===== src/rtl/icache_ro_if.sv =====
// Bus bundles for the read-only instruction cache: fetch-side request port
// and 128-bit block memory port.

interface icache_ro_if;
    logic        proc_read;
    logic        proc_write;
    logic [29:0] proc_addr;
    logic [31:0] proc_wdata;
    logic [31:0] proc_rdata;
    logic        proc_stall;

    // Fetch stage drives the request; the cache answers with data/stall.
    modport master (
        output proc_read, proc_write, proc_addr, proc_wdata,
        input  proc_rdata, proc_stall
    );
    modport slave (
        input  proc_read, proc_write, proc_addr, proc_wdata,
        output proc_rdata, proc_stall
    );
endinterface

interface icache_mem_if;
    logic         mem_read;
    logic         mem_write;
    logic [27:0]  mem_addr;
    logic [127:0] mem_wdata;
    logic [127:0] mem_rdata;
    logic         mem_ready;

    // mem_read/mem_addr stay stable until the one-cycle mem_ready pulse.
    modport master (
        output mem_read, mem_write, mem_addr, mem_wdata,
        input  mem_rdata, mem_ready
    );
    modport slave (
        input  mem_read, mem_write, mem_addr, mem_wdata,
        output mem_rdata, mem_ready
    );
endinterface


===== src/rtl/icache_ro.sv =====
// Read-only direct-mapped instruction cache: combinational hits, one 4-word
// block refill per miss through a two-state IDLE/ALLOC controller.

module icache_ro #(
    parameter int NUM_BLOCKS = 8,
    parameter int INDEX_W    = $clog2(NUM_BLOCKS),
    parameter int TAG_W      = 28 - INDEX_W
) (
    input  logic        clk,
    input  logic        rst_n,
    icache_ro_if.slave  proc,
    icache_mem_if.master mem,
    output logic [31:0] hit_cnt,
    output logic [31:0] miss_cnt,
    output logic        dbg_state
);

    typedef enum logic {IDLE = 1'b0, ALLOC = 1'b1} state_e;

    state_e state, state_nxt;

    logic [NUM_BLOCKS-1:0] valid_arr;
    logic [TAG_W-1:0]      tag_arr  [NUM_BLOCKS];
    logic [127:0]          data_arr [NUM_BLOCKS];

    logic [27:0]        miss_addr;
    logic               mem_read_q, mem_read_nxt;
    logic               miss_latch, fill, hit_inc, miss_inc;

    logic [1:0]         req_offset;
    logic [INDEX_W-1:0] req_index;
    logic [TAG_W-1:0]   req_tag;
    logic [INDEX_W-1:0] miss_index;
    logic [TAG_W-1:0]   miss_tag;
    logic [127:0]       req_line;
    logic               hit;

    // Writes are not supported; these inputs are deliberately ignored.
    logic unused_inputs;
    assign unused_inputs = proc.proc_write ^ (^proc.proc_wdata);

    assign req_offset = proc.proc_addr[1:0];
    assign req_index  = proc.proc_addr[INDEX_W+1:2];
    assign req_tag    = proc.proc_addr[29:INDEX_W+2];
    assign miss_index = miss_addr[INDEX_W-1:0];
    assign miss_tag   = miss_addr[27:INDEX_W];

    assign req_line = data_arr[req_index];
    assign hit      = proc.proc_read & valid_arr[req_index]
                      & (tag_arr[req_index] == req_tag);

    always_comb begin
        proc.proc_rdata = req_line[31:0];
        case (req_offset)
            2'd0: proc.proc_rdata = req_line[31:0];
            2'd1: proc.proc_rdata = req_line[63:32];
            2'd2: proc.proc_rdata = req_line[95:64];
            2'd3: proc.proc_rdata = req_line[127:96];
            default: proc.proc_rdata = req_line[31:0];
        endcase
    end

    assign proc.proc_stall = proc.proc_read & ~hit;

    assign mem.mem_read  = mem_read_q;
    assign mem.mem_addr  = miss_addr;
    assign mem.mem_write = 1'b0;
    assign mem.mem_wdata = '0;
    assign dbg_state     = (state == ALLOC);

    always_comb begin
        state_nxt    = state;
        mem_read_nxt = mem_read_q;
        miss_latch   = 1'b0;
        fill         = 1'b0;
        hit_inc      = 1'b0;
        miss_inc     = 1'b0;
        case (state)
            IDLE: begin
                if (proc.proc_read && !hit) begin
                    state_nxt    = ALLOC;
                    mem_read_nxt = 1'b1;
                    miss_latch   = 1'b1;
                    miss_inc     = 1'b1;
                end else if (hit) begin
                    hit_inc = 1'b1;
                end
            end
            ALLOC: begin
                // The fill always lands at the latched miss address, even if
                // the requester has moved on.
                if (mem.mem_ready) begin
                    fill         = 1'b1;
                    state_nxt    = IDLE;
                    mem_read_nxt = 1'b0;
                end
            end
            default: begin
                state_nxt    = IDLE;
                mem_read_nxt = 1'b0;
            end
        endcase
    end

    always_ff @(posedge clk or negedge rst_n) begin
        if (!rst_n) begin
            state      <= IDLE;
            mem_read_q <= 1'b0;
            miss_addr  <= '0;
            hit_cnt    <= '0;
            miss_cnt   <= '0;
        end else begin
            state      <= state_nxt;
            mem_read_q <= mem_read_nxt;
            if (miss_latch) miss_addr <= proc.proc_addr[29:2];
            if (hit_inc)    hit_cnt   <= hit_cnt + 32'd1;
            if (miss_inc)   miss_cnt  <= miss_cnt + 32'd1;
        end
    end

    // Arrays are cleared on reset so the read mux never presents X.
    always_ff @(posedge clk or negedge rst_n) begin
        if (!rst_n) begin
            valid_arr <= '0;
            for (int i = 0; i < NUM_BLOCKS; i++) begin
                tag_arr[i]  <= '0;
                data_arr[i] <= '0;
            end
        end else if (fill) begin
            valid_arr[miss_index] <= 1'b1;
            tag_arr[miss_index]   <= miss_tag;
            data_arr[miss_index]  <= mem.mem_rdata;
        end
    end

endmodule


===== src/flat_wrapper.sv =====
// flat-port wrapper written by rule: the top's interface ports become plain ports
module icache_ro_flat 
#(
    parameter int NUM_BLOCKS = 8,
    parameter int INDEX_W    = $clog2(NUM_BLOCKS),
    parameter int TAG_W      = 28 - INDEX_W
)
  (clk, rst_n, hit_cnt, miss_cnt, dbg_state, proc_proc_read, proc_proc_write, proc_proc_addr, proc_proc_wdata, proc_proc_rdata, proc_proc_stall, mem_mem_read, mem_mem_write, mem_mem_addr, mem_mem_wdata, mem_mem_rdata, mem_mem_ready);
  icache_ro_if proc_i ();
  icache_mem_if mem_i ();
  input  logic clk;
  input  logic rst_n;
  output logic [31:0] hit_cnt;
  output logic [31:0] miss_cnt;
  output logic dbg_state;
  input wire logic [$bits(proc_i.proc_read)-1:0] proc_proc_read;
  input wire logic [$bits(proc_i.proc_write)-1:0] proc_proc_write;
  input wire logic [$bits(proc_i.proc_addr)-1:0] proc_proc_addr;
  input wire logic [$bits(proc_i.proc_wdata)-1:0] proc_proc_wdata;
  output wire logic [$bits(proc_i.proc_rdata)-1:0] proc_proc_rdata;
  output wire logic [$bits(proc_i.proc_stall)-1:0] proc_proc_stall;
  output wire logic [$bits(mem_i.mem_read)-1:0] mem_mem_read;
  output wire logic [$bits(mem_i.mem_write)-1:0] mem_mem_write;
  output wire logic [$bits(mem_i.mem_addr)-1:0] mem_mem_addr;
  output wire logic [$bits(mem_i.mem_wdata)-1:0] mem_mem_wdata;
  input wire logic [$bits(mem_i.mem_rdata)-1:0] mem_mem_rdata;
  input wire logic [$bits(mem_i.mem_ready)-1:0] mem_mem_ready;
  assign proc_i.proc_read = proc_proc_read;
  assign proc_i.proc_write = proc_proc_write;
  assign proc_i.proc_addr = proc_proc_addr;
  assign proc_i.proc_wdata = proc_proc_wdata;
  assign proc_proc_rdata = proc_i.proc_rdata;
  assign proc_proc_stall = proc_i.proc_stall;
  assign mem_mem_read = mem_i.mem_read;
  assign mem_mem_write = mem_i.mem_write;
  assign mem_mem_addr = mem_i.mem_addr;
  assign mem_mem_wdata = mem_i.mem_wdata;
  assign mem_i.mem_rdata = mem_mem_rdata;
  assign mem_i.mem_ready = mem_mem_ready;
  icache_ro #(.NUM_BLOCKS(NUM_BLOCKS), .INDEX_W(INDEX_W), .TAG_W(TAG_W)) u_core (.clk(clk), .rst_n(rst_n), .proc(proc_i), .mem(mem_i), .hit_cnt(hit_cnt), .miss_cnt(miss_cnt), .dbg_state(dbg_state));
endmodule

===== config.mk =====
export PLATFORM = sky130hd
export DESIGN_NAME = icache_ro_flat
export DESIGN_NICKNAME = d
export VERILOG_FILES = /design/src/rtl/icache_ro_if.sv /design/src/rtl/icache_ro.sv /design/src/flat_wrapper.sv
export SDC_FILE = /design/constraint.sdc
export NUM_CORES = 2
export LEC_CHECK = 0
export CAP_MARGIN = 20
export CORE_UTILIZATION = 34
export DETAILED_ROUTE_END_ITERATION = 16
export PLACE_DENSITY = 0.52
export SLEW_MARGIN = 20
export SYNTH_ARGS = -nofsm -noshare
export SYNTH_HDL_FRONTEND = slang
export SYNTH_SLANG_ARGS = --single-unit

===== constraint.sdc =====
create_clock -name clk -period 9.91 [get_ports clk]
set_clock_uncertainty 0.05 [all_clocks]
set_input_delay 1.982 -clock clk [delete_from_list [all_inputs] [get_ports clk]]
set_output_delay 1.982 -clock clk [all_outputs]
set_load 0.1 [all_outputs]

==> summary.txt <==
Outcome
  • Status: complete, no violations

Worst setup path
  • R2R depth: 9
  • Critical path class: in2out
  • Worst r2r dst: u_core.mem.mem_addr[7]$_DFFE_PN0P_
  • WP data required: ~7900 ps
  • Worst Setup End Kind: output pin
  • WP data arrival: 5720 ps
  • CP max FO: 64
  • CP startpoint kind: input port
  • FF-to-FF Start: u_core.tag_arr[14]$_DFFE_PN0P_
  • Reg2reg setup slack: 6220 ps

Logic synthesis
  • Async set-reset flop share out of synthesis: 100%
  • Compound-cell area share of the yosys netlist: less than 1%
  • Simple-gate area share of the yosys netlist: around 1.9%
  • Mux share of post-synthesis cell area: a little under two fifths
  • Seq/Total Area, Yosys: 55.1%
  • Synth warn: 0
  • Avg Inst Size Synth: 16.2 um^2
  • Distinct cells, synth: 47
  • Adder-Cell Fraction of Synth Area: less than 1%
  • Syn Inst Count: roughly 3700
  • Synth Flop Type: dfrtp_1
  • Mapped Area: 60200 um^2
  • Largest family of logic cells by synthesized area: multiplexers
  • Flip-flop and latch count after synthesis: between 1000 and 1500
  • EDFF count, synth: 0
  • Synth Area in XOR/XNOR: 1.15%

Layout
  • Commonest non-fill, non-tap cell in the layout: dfrtp_1
  • Share of cells above drive strength 1: a little under half
  • Post-layout nets: 4179
  • Fin area: slightly above 70000 um^2
  • Area grow syn2layout: 17.1%
  • Most frequent cells in the layout: dfrtp_1 (1326), mux2_2 (1276), mux4_2 (344), clkdlybuf4s50_1 (280), clkbuf_16 (158)

Global routing
  • Vias in the first global route: between 30000 and 40000
  • Initial antenna violation count: 35
  • First-pass GRT wire length: 237000 um
  • Remaining Overflow, GRT: 0
  • GR Util All Layers: 17.5%
  • Largest net degree at the start of global routing: 175

CTS
  • TritonCTS buffer count: between 150 and 200
  • Clock Path Buffers: 3
  • Post-CTS Hold Buffers: 0
  • Worst-Skew Late Latency: a little under 800 ps
  • Post-CTS setup buffer count: 0
  • Clock-pin slew on the worst setup and hold paths: 50 ps
  • TritonCTS sink count: between 1000 and 1500
  • Post-CTS sizing: 0
  • TritonCTS clock tree: yes
  • H-tree depth: 4
  • CTS root buf: clkbuf_16

Worst hold path
  • Hold endpoint: u_core.hit_cnt[31]$_DFFE_PN0P_
  • Worst hold start: u_core.hit_cnt[31]$_DFFE_PN0P_
  • Hold Crit Class: reg2reg
  • WHS Path Cells: 1

Job
  • Max_cap viols: 0

Floorplanning
  • Core Area: 176000 um^2
  • Chip width: ~420 um
  • Die height: around 420 um
  • I/O pins: about 450
  • Initial Util: between 30 and 40%
  • Full die area: 179000 um^2
  • Core Rows: between 150 and 200

Routing
  • Detailed-router iteration count before antenna repair: 4
  • Post-route ant nets: 0
  • DR WL/cell: between 20 and 25 um
  • Via count: about 33000
  • Final wirelength: about 150000 um
  • 1st-iter DRT viols: 1786
  • Post-route DRC: 0
  • Vias per cell: ~5

Power and ir drop
  • Power Density: approximately 300 nW/um^2
  • LEAKAGE: roughly 30 nW
  • VDD IR max: approximately 0.00028 V

STA
  • Tmin final: around 7700 ps
  • Peak Freq: 0.129 GHz
  • Actual slew at the worst max-slew pin: 1180 ps
  • Hold slack: 411 ps
  • Final hold vios: 0
  • Period utilization: 78.2%
  • Slew Viols, Final: 0
  • Endpoints failing setup: 0
  • RSZ-0062 raised after global routing: no
  • Slew headroom: 21.0%
  • Final setup TNS: 0 ps

Placement
  • Port Buffer Count: around 290
  • Placer Congestion: approximately 0.7
  • Post-Place Cell Area: around 65000 um^2
  • Hpwl dp: ~88000 um
==> synth_stat cells (6+ instances only) <==
library cell,instances,share of area (%)
xor2_1,39,0.57
buf_4,141,1.8
nand2_1,27,0.17
nand4_1,16,0.17
nor2_1,25,0.16
mux2_2,1276,24
nand3_1,39,0.32
dfrtp_1,1326,55
a22oi_1,8,0.10
xnor2_1,40,0.58
buf_2,13,0.11
buf_1,30,0.19
nand2b_1,6,0.062
nor3_1,14,0.12
and3_1,30,0.31
or2_2,7,0.073
mux4_2,344,13
clkbuf_1,182,1.1
o22ai_1,7,0.073
mux2i_1,54,0.90
and4_1,6,0.087
nor4_2,10,0.21
mux2_1,27,0.50
==> power breakdown <==
part | internal (mW) | leakage [nW] | total (mW) | switching (mW)
clock | 3.33 | 2.50 | 5.67 | 2.34
combinational | 3.42 | 10.8 | 6.18 | 2.76
sequential | 7.92 | 16.3 | 9.16 | 1.23
total | 14.7 | 29.7 | 21.0 | 6.33
==> through the flow <==
step,power (mW),utilization [%],setup WS (ps),cells
6_report,21.0,40.0,2160,6453
5_1_grt,22.2,40.0,1980,6451
4_1_cts,21.3,40.0,2050,6446
3_5_place_dp,15.5,37.1,2060,6163
3_3_place_gp,15.3,37.1,2040,6163
2_1_floorplan,13.8,-,3070,3847
==> flip-flops by register name, indices dropped and copies added, names as in the netlist <==
register	count
u_core.data_arr	1024
u_core.mem.mem_read	1
u_core.mem.mem_addr	28
u_core.hit_cnt	32
u_core.miss_cnt	32
u_core.tag_arr	200
u_core.dbg_state	1
u_core.valid_arr	8
==> routing by layer <==
metal	vias to the layer above	global-route usage, %	wire length (um)
li1	14200	-	-
met1	17800	23.9	69600
met2	601	28.2	74600
met3	252	3.42	6150
met4	22	5.30	3870
met5	-	0	146
==> critical path, stage by stage <==
cell and delay, ps:
buf_8 540, buf_4 580, mux4_2 570, mux4_2 570
mux2_2 320, clkdlybuf4s50_1 990
==> kinds of logic after synthesis <==
logic type / Yosys count
fa+ha+maj: 2
simple gates: 199
compound gates: 39
flops: 1326
xor+xnor: 79
mux: 1701
buf+inv: 372
other cells: 1
==> area by class of cell <==
class	count	area, um^2
timing repair buffer	344	3640
multi-input combinational	2149	25600
clock inverter	45	502
sequential	1326	33200
tap	2340	2930
inverter	5	18.8
clock buffer	238	4580
antenna	6	15.0
fill	16300	106000
==> worst max-delay path by stage <==
stage                       from                   to  slack [ps]  cells after the start
2_1_floorplan  proc_proc_addr[2]  proc_proc_rdata[11]        3070                      8
3_3_place_gp   proc_proc_addr[2]  proc_proc_rdata[30]        2040                      6
3_5_place_dp   proc_proc_addr[2]  proc_proc_rdata[30]        2060                      6
4_1_cts        proc_proc_addr[2]  proc_proc_rdata[30]        2050                      6
5_1_grt        proc_proc_addr[2]   proc_proc_rdata[0]        1980                      6
6_report       proc_proc_addr[2]  proc_proc_rdata[30]        2160                      6
No activity file was read; power rests on OpenSTA's default activity.
